[src/rtl/pc_sequencer.sv]
// Fetch sequencer for pc_register: boot, fetch with timeout, execute redirect, trap vectoring.
// Define PC_SEQ_PERF_EN to build the retired-instruction counter; otherwise instr_count is tied to zero.
module pc_sequencer #(
  parameter logic [31:0] RESET_VECTOR   = 32'h0000_0000,
  parameter logic [31:0] TRAP_VECTOR    = 32'h0000_0080,
  parameter int unsigned TIMEOUT_CYCLES = 16
) (
  input  logic        clk,
  input  logic        reset,
  input  logic [31:0] PC,
  output logic [31:0] next_PC,
  output logic        imem_req,
  output logic [31:0] imem_addr,
  input  logic        imem_ack,
  input  logic [31:0] imem_rdata,
  output logic        instr_valid,
  output logic [31:0] instr,
  input  logic        stall,
  input  logic        branch_taken,
  input  logic [31:0] branch_target,
  input  logic        jump,
  input  logic [31:0] jump_target,
  output logic        trap,
  output logic [1:0]  trap_cause,
  output logic [31:0] epc,
  output logic [31:0] instr_count
);

  // state   | meaning
  // S_BOOT  | drive RESET_VECTOR into pc_register
  // S_REQ   | fetch request outstanding at PC, timeout counter running
  // S_EXEC  | instr valid; redirect or hold on stall
  // S_TRAP  | one-cycle trap pulse, redirect to TRAP_VECTOR
  typedef enum logic [1:0] {S_BOOT, S_REQ, S_EXEC, S_TRAP} state_t;

  localparam logic [7:0] TO_LAST = 8'(TIMEOUT_CYCLES - 1);

  state_t      r_state;
  logic [7:0]  r_cnt;
  logic [31:0] r_instr;
  logic [1:0]  r_cause;
  logic [31:0] r_epc;

  logic [31:0] w_target;
  logic        w_misaligned;
  logic        w_timeout;
  logic        w_retire;

  assign w_target     = jump ? jump_target : (branch_taken ? branch_target : PC + 32'd4);
  assign w_misaligned = |w_target[1:0];
  assign w_timeout    = (TIMEOUT_CYCLES != 0) && (r_cnt == TO_LAST) && !imem_ack;
  assign w_retire     = !reset && (r_state == S_EXEC) && !stall && !w_misaligned;

  // Strobes are gated by reset so a request in flight is dropped the same cycle.
  assign imem_req    = !reset && (r_state == S_REQ);
  assign imem_addr   = imem_req ? PC : 32'h0;
  assign instr_valid = !reset && (r_state == S_EXEC);
  assign trap        = !reset && (r_state == S_TRAP);
  assign instr       = r_instr;
  assign trap_cause  = r_cause;
  assign epc         = r_epc;

  always_comb begin
    next_PC = PC;
    if (reset) begin
      next_PC = RESET_VECTOR;
    end else begin
      case (r_state)
        S_BOOT:  next_PC = RESET_VECTOR;
        S_REQ:   next_PC = PC;
        S_EXEC:  if (!stall && !w_misaligned) next_PC = w_target;
        S_TRAP:  next_PC = TRAP_VECTOR;
        default: next_PC = PC;
      endcase
    end
  end

  always_ff @(posedge clk) begin
    if (reset) begin
      r_state <= S_BOOT;
      r_cnt   <= 8'd0;
      r_instr <= 32'h0;
      r_cause <= 2'b00;
      r_epc   <= 32'h0;
    end else begin
      case (r_state)
        S_BOOT: begin
          r_cnt   <= 8'd0;
          r_state <= S_REQ;
        end
        S_REQ: begin
          if (imem_ack) begin
            r_instr <= imem_rdata;
            r_cnt   <= 8'd0;
            r_state <= S_EXEC;
          end else if (w_timeout) begin
            r_cause <= 2'b10;
            r_epc   <= PC;
            r_cnt   <= 8'd0;
            r_state <= S_TRAP;
          end else begin
            r_cnt <= r_cnt + 8'd1;
          end
        end
        S_EXEC: begin
          if (!stall) begin
            if (w_misaligned) begin
              r_cause <= 2'b01;
              r_epc   <= PC;
              r_state <= S_TRAP;
            end else begin
              r_state <= S_REQ;
            end
          end
        end
        S_TRAP:  r_state <= S_REQ;
        default: r_state <= S_BOOT;
      endcase
    end
  end

`ifdef PC_SEQ_PERF_EN
  logic [31:0] r_count;

  always_ff @(posedge clk) begin
    if (reset) r_count <= 32'h0;
    else if (w_retire) r_count <= r_count + 32'd1;
  end

  assign instr_count = r_count;
`else
  logic w_unused_retire;
  assign w_unused_retire = w_retire;
  assign instr_count     = 32'h0;
`endif

endmodule
[config.mk]
export PLATFORM = sky130hd
export DESIGN_NAME = pc_sequencer
export DESIGN_NICKNAME = d
export VERILOG_FILES = /design/src/rtl/pc_sequencer.sv
export SDC_FILE = /design/constraint.sdc
export NUM_CORES = 1
export LEC_CHECK = 0
export CAP_MARGIN = 20
export CORE_UTILIZATION = 39
export DETAILED_ROUTE_END_ITERATION = 16
export GPL_ROUTABILITY_DRIVEN = 0
export PLACE_DENSITY = 0.81
export SYNTH_ARGS = -nofsm -noshare
export SYNTH_HDL_FRONTEND = slang
export SYNTH_SLANG_ARGS = --single-unit
[constraint.sdc]
create_clock -name clk -period 3.02 [get_ports clk]
set_clock_uncertainty 0.1 [all_clocks]
set_input_delay 0.302 -clock clk [delete_from_list [all_inputs] [get_ports clk]]
set_output_delay 0.302 -clock clk [all_outputs]
set_load 0.02 [all_outputs]
==> summary.md, run 1 <==
| Metric | Value |
|---|---|
| Outcome | `finished, final reports clean` |
| Drt pass-1 iters | `6` |
| Core footprint | `13200 sq um` |
| DR vias | `6873` |
| CP max stage delay | `0.58 ns` |
| Post-Synth XOR/XNOR Area | `0.661%` |
| Clock Sinks | `76` |
| Simple-gate share of the synthesized area | `31.6%` |
| Fin Hold WS | `0.354 ns` |
| # rows | `42` |
| Chip width | `119 microns` |
| VDD IR max | `0.397 mV` |
| Fin util | `67.6%` |
| Crit path time final | `2.97 ns` |
| Slew Viols, Final | `0` |
| Clock Latency Late Sink | `0.35 ns` |
| Ports | `299` |
| Vias in the first global route | `6583` |
| Clock transition at the registers of the reported paths | `0.07 ns` |
| H-tree Lvls | `3` |
| Final HPWL DP | `17.2 mm` |
| CTS Buf Count | `9` |
| Post-CTS Hold Fix Bufs | `0` |
| CP Data Arrival Time | `2.57 ns` |
| Layout overhead on the synthesized area | `69.0%` |
| Highest clock rate | `0.337 GHz` |
| Ys flop type | `dfxtp_1` |
| Synth unique cells | `80` |
| Largest buffer count on any clock path | `2` |
| Crit-path slowest cell | `or4_4` |
| Number of synthesized register bits | `76` |
| Required time of the critical path | `2.62 ns` |
| FFs w/ async S/R, synth | `0%` |
| Synth Cell Area | `5300 sq um` |
| Power Density | `551 nW/um^2` |
| RSZ-0062 raised after global routing | `no` |
| 1st-iter DRT viols | `471` |
| Worst Max-Slew Pin Slew | `0.675 ns` |
| Cell count after synthesis | `745` |
| # setup viols final | `0` |
| Max-cap viol count | `0` |
| EDFF count, synth | `0` |
| Initial antenna violation count | `0` |
| CP Class | `in -> out` |
| Die Y-Extent | `119 microns` |
| Mux cell area share after synthesis | `1.94%` |
| Post-synthesis sequential area ratio | `28.7%` |
| Crit path cell chain | `clkdlybuf4s50_1 -> or4_4 -> buf_4 -> a31o_2 -> nor4_2 -> o221ai_1 -> o21ai_0 -> clkdlybuf4s15_2` |
| Starting Density | `40.0%` |
| N_diodes | `0` |
| Global-route wire length before repair | `35.1 mm` |
| Nets | `1221` |
| Synthesis warning total | `0` |
| Post-synthesis adder-cell area fraction | `1.65%` |
| Slew headroom | `55.0%` |
| Largest family of logic cells by synthesized area | `simple AND/OR/NAND/NOR gates` |
| CTS root buf | `clkbuf_16` |
| Share of cells above drive strength 1 | `17.9%` |
| CP max FO | `7` |
| Most common cell after layout, fill and taps aside | `clkdlybuf4s50_1` |
| Period Utilization, post-route | `98.3%` |
| Antenna-violating nets left | `0` |
| GRT Total Usage | `31.6%` |
| Crit start category | `primary input` |
| Synthesized area per cell | `7.11 sq um` |
| Worst hold path class | `reg -> reg` |
| Synth Area in Compound Gates | `25.2%` |
| I/O Buffers | `266` |
| Critical Path Sink Type | `output port` |
| Commonest non-fill, non-tap cells in the layout | `226 x clkdlybuf4s50_1, 165 x nand2_1, 111 x buf_4` |
| Reg2Reg Setup Slack | `0.72 ns` |
| CTS tree | `built` |
| Post-route DRC | `0` |
| Die area | `14100 sq um` |
| Vias per inst | `5.45` |
| P_leak | `3.51 nW` |
| Endpoints failing hold | `0` |
| Grt ovf | `0` |
| Post-DR wirelength/cell | `17.8 microns` |
| Largest net degree at the start of global routing | `63` |
| Drt total wl | `22.4 mm` |
==> kinds of logic (layout without fill, tap and decap cells) <==
| logic type | after synthesis | count (layout) |
|---|---|---|
| DFF | 76 | 76 |
| and+or+nand+nor | 342 | 342 |
| adders and majority gates | 7 | 7 |
| xor gates and xnor gates | 4 | 4 |
| AOI/OAI and AO/OA | 207 | 207 |
| buffers and inverters | 98 | 407 |
| other | 1 | 32 |
| muxes | 10 | 10 |
==> area by class of cell <==
type                    instances  area (sq um)
well taps                     176           220
multi-input cells             602          3450
flip-flops and latches         76          1520
clock buffers                   9           225
inverters                      12          45.0
fillers                      1131          4290
clock inverters                 7          92.6
repair buffers                379          3400
==> repair_timing <==
action	in CTS	in global routing
pin swaps	4	1
buffers inserted	1	0
gates resized for setup	75	57
setup endpoints to repair	32	27
==> cells in the mapped netlist (all sizes together), types with 7 or more instances <==
master  instances  area share [%]
nor2           34             2.4
dfxtp          76              29
nand2b          9             1.1
o21ai          33             3.1
nor4            8            0.94
clkbuf         37             2.6
o22ai           7            0.83
a22oi           9             1.3
inv            11            0.78
nand4          10             1.2
and3            9             1.1
a21oi          82             7.7
o31ai          12             1.8
and2           38             4.5
nand2         165              12
ha              7             1.7
mux2i           8             1.5
buf            48             6.4
nor3           21             2.1
nand3          16             1.8
==> per-stage QoR <==
step	cell area, sq um	power, mW	setup slack (ns)	TNS (ns)	std cells
floorplan	5420	2.60	0.487	0	776
global placement	8680	3.78	-0.548	-11.22	1244
detailed placement	8680	3.81	-0.557	-11.77	1244
CTS	9020	4.94	-0.0111	-0.0111	1261
global route	8960	5.19	0.00155	0	1261
finish	8960	4.94	0.0511	0	1261
==> critical path, delay by kind of cell <==
family,cells,cell delay [ns]
AND/OR/NAND/NOR,2,0.84
AO/OA/AOI/OAI,3,0.51
buffers and inverters,3,0.92
==> registers in the layout, indices dropped and copies added, names as in the netlist <==
register,flops
epc,32
trap_cause,2
r_state,2
instr,32
r_cnt,8
==> metal layers <==
layer,track usage (%),up-vias,part of all wire [%]
li1,-,3254,-
met1,38.7,3221,40
met2,53.9,345,49
met3,6.90,53,8.3
met4,11.6,0,2.8
met5,0,-,0
==> power by group <==
group          leakage (nW)  switching [mW]  internal (mW)
logic                  2.74            1.41           1.08
registers             0.620          0.0978           1.18
clock network         0.155           0.504          0.663
total                  3.51            2.01           2.93
==> final timing paths <==
check	startpoint	end	cells after the start
worst max-delay path	PC[0]	next_PC[14]	8
worst min-delay path	instr[12]	instr[12]	2
worst max register to register	r_cnt[5]	r_state[1]	5
worst min register to register	instr[12]	instr[12]	2
Power figures use the tool's default switching activity.
==> run 2, diff against run 1 <==
--- a/config.mk
+++ b/config.mk
@@ -9,7 +9,9 @@
 export CORE_UTILIZATION = 39
 export DETAILED_ROUTE_END_ITERATION = 16
 export GPL_ROUTABILITY_DRIVEN = 0
+export HOLD_SLACK_MARGIN = 0.03
 export PLACE_DENSITY = 0.81
 export SYNTH_ARGS = -nofsm -noshare
 export SYNTH_HDL_FRONTEND = slang
 export SYNTH_SLANG_ARGS = --single-unit
+export TNS_END_PERCENT = 10
==> run 2 against run 1 <==
Clock power about the same. Highest routed layer unchanged. Wire length rose by 0.33%. Global-route usage is essentially flat. Largest power group unchanged. Largest cell class is now non-clock buffers. First-iteration DRC count increased by 12%. Utilization grew 0.34 points. Total power increased by 0.15%.
==> summary.md, run 2 (synthesized netlist as in run 1, its figures left out) <==
| Metric | Value |
|---|---|
| Outcome | `finished, final reports clean` |
| N_diodes | `0` |
| Reg2Reg Setup Slack | `0.72 ns` |
| CTS root buf | `clkbuf_16` |
| Share of cells above drive strength 1 | `17.5%` |
| Chip width | `119 microns` |
| CP Depth | `7` |
| Fin Hold WS | `0.354 ns` |
| GRT busiest layer | `met2` |
| CTS Buf Count | `9` |
| Crit path time final | `2.97 ns` |
| Worst hold path class | `reg -> reg` |
| Worst setup path start | `PC[9]` |
| Post-route DRC | `0` |
| CP Class | `in -> out` |
| Worst Max-Slew Pin Slew | `0.679 ns` |
| Vias per inst | `5.45` |
| CP Data Arrival Time | `2.57 ns` |
| Drt total wl | `22.5 mm` |
| Required time of the critical path | `2.62 ns` |
| Die Y-Extent | `119 microns` |
| H-tree Lvls | `3` |
| Final HPWL DP | `17.2 mm` |
| GRT Total Usage | `31.6%` |
| Grt met1 use | `38.7%` |
| Clock transition at the registers of the reported paths | `0.07 ns` |
| # setup viols final | `0` |
| Ports | `299` |
| Reg2Reg Launch Point | `r_cnt[5]` |
| Family with the most delay on the worst path | `simple AND/OR/NAND/NOR gates` |
| Fin util | `68.0%` |
| End point of the critical path | `next_PC[30]` |
| Highest clock rate | `0.337 GHz` |
| Die area | `14100 sq um` |
| VDD IR max | `0.397 mV` |
| CP max FO | `3` |
| RSZ-0062 raised after global routing | `yes` |
| Drt pass-1 iters | `5` |
| Grt ovf | `0` |
| M2 GR Usage | `54.1%` |
| Clock Latency Late Sink | `0.34 ns` |
| DR vias | `6871` |
| Nets | `1221` |
| # rows | `42` |
| Layout overhead on the synthesized area | `69.8%` |
| Power Density | `549 nW/um^2` |
| P_leak | `3.51 nW` |
| Post-CTS Hold Fix Bufs | `0` |
| Initial antenna violation count | `0` |
| CTS tree | `built` |
| Crit start category | `primary input` |
| CP max stage delay | `0.49 ns` |
| Crit path cell chain | `clkdlybuf4s50_1 -> nand4_1 -> or3_4 -> or4_4 -> o211a_1 -> or3b_1 -> buf_2` |
| Reg2reg path depth | `5` |
| Starting Density | `40.0%` |
| Buf/Inv on CP | `2` |
| Slew headroom | `54.7%` |
| Largest buffer count on any clock path | `2` |
| Vias in the first global route | `6597` |
| Slew Viols, Final | `0` |
| Commonest non-fill, non-tap cells in the layout | `227 x clkdlybuf4s50_1, 165 x nand2_1, 110 x buf_4` |
| I/O Buffers | `266` |
| Crit-path slowest cell | `clkdlybuf4s50_1` |
| Met3 Use GR | `6.90%` |
| Endpoints failing hold | `0` |
| Global-route wire length before repair | `35.1 mm` |
| 1st-iter DRT viols | `528` |
| R2R Path End | `r_state[1]` |
| # fillers | `1124` |
| Clock Sinks | `76` |
| Largest net degree at the start of global routing | `63` |
| Multi-input combinational cell area | `3440 sq um` |
| Max-cap viol count | `0` |
| Sequential Area | `1520 sq um` |
| Core footprint | `13200 sq um` |
| Post-DR wirelength/cell | `17.8 microns` |
| Most common cell after layout, fill and taps aside | `clkdlybuf4s50_1` |
| Period Utilization, post-route | `98.2%` |
| Antenna-violating nets left | `0` |
| Critical Path Sink Type | `output port` |
-- run 2: changes by cell type in the layout (fill, tap and decap cells not counted), moves of 3 or more --
cell,change
clkbuf_2,-8
clkdlybuf4s15_1,+3
clkdlybuf4s15_2,+6
dlygate4sd2_1,-3
-- run 2: area by class of cell --
cell class | instances | area share [%]
Clock buffer | 9 | 2.50
Clock inverter | 7 | 1.03
Sequential cell | 76 | 16.9
Timing Repair Buffer | 379 | 38.4
Tap cell | 176 | 2.45
Inverter | 12 | 0.500
Multi-Input combinational cell | 602 | 38.3
-- run 2: worst min-delay path by stage --
stage / from / slack [ns] / cells after the start / to
2_1_floorplan: imem_ack / 0.32 / 1 / r_state[0]
3_3_place_gp: instr[19] / 0.34 / 2 / instr[19]
3_5_place_dp: instr[14] / 0.35 / 2 / instr[14]
4_1_cts: instr[14] / 0.36 / 2 / instr[14]
5_1_grt: instr[14] / 0.37 / 2 / instr[14]
6_report: instr[12] / 0.35 / 2 / instr[12]
-- run 2: tightest hold or removal path: stages, from the launching register on --
cell	delay [ns]
dfxtp_1	0.31
nand2_1	0.05
a21oi_1	0.05
-- run 2: what timing repair did --
item	in CTS	in global routing
gates cloned	0	0
setup buffers	1	0
endpoints found under the setup margin	32	29
pin swaps	2	0
resized for setup	89	35
-- run 2: per-stage QoR --
stage | cells | setup WS [ns] | TNS, ns | area (sq um) | total power, mW
floorplan | 776 | 0.487 | 0 | 5420 | 2.60
global placement | 1244 | -0.548 | -11.22 | 8680 | 3.78
detailed placement | 1244 | -0.557 | -11.77 | 8680 | 3.81
CTS | 1261 | -0.103 | -0.521 | 9030 | 4.95
global route | 1261 | -0.0505 | -0.113 | 9000 | 5.20
finish | 1261 | 0.0529 | 0 | 9000 | 4.94
-- run 2: power by group --
part           switching (mW)  internal, mW
sequential             0.0980          1.18
combinational            1.41          1.09
clock                   0.500         0.663
-- run 2: metal layers --
metal	vias up	share of wire, %
li1	3257	-
met1	3246	41
met2	323	49
met3	45	7.8
met4	0	2.6
met5	-	0
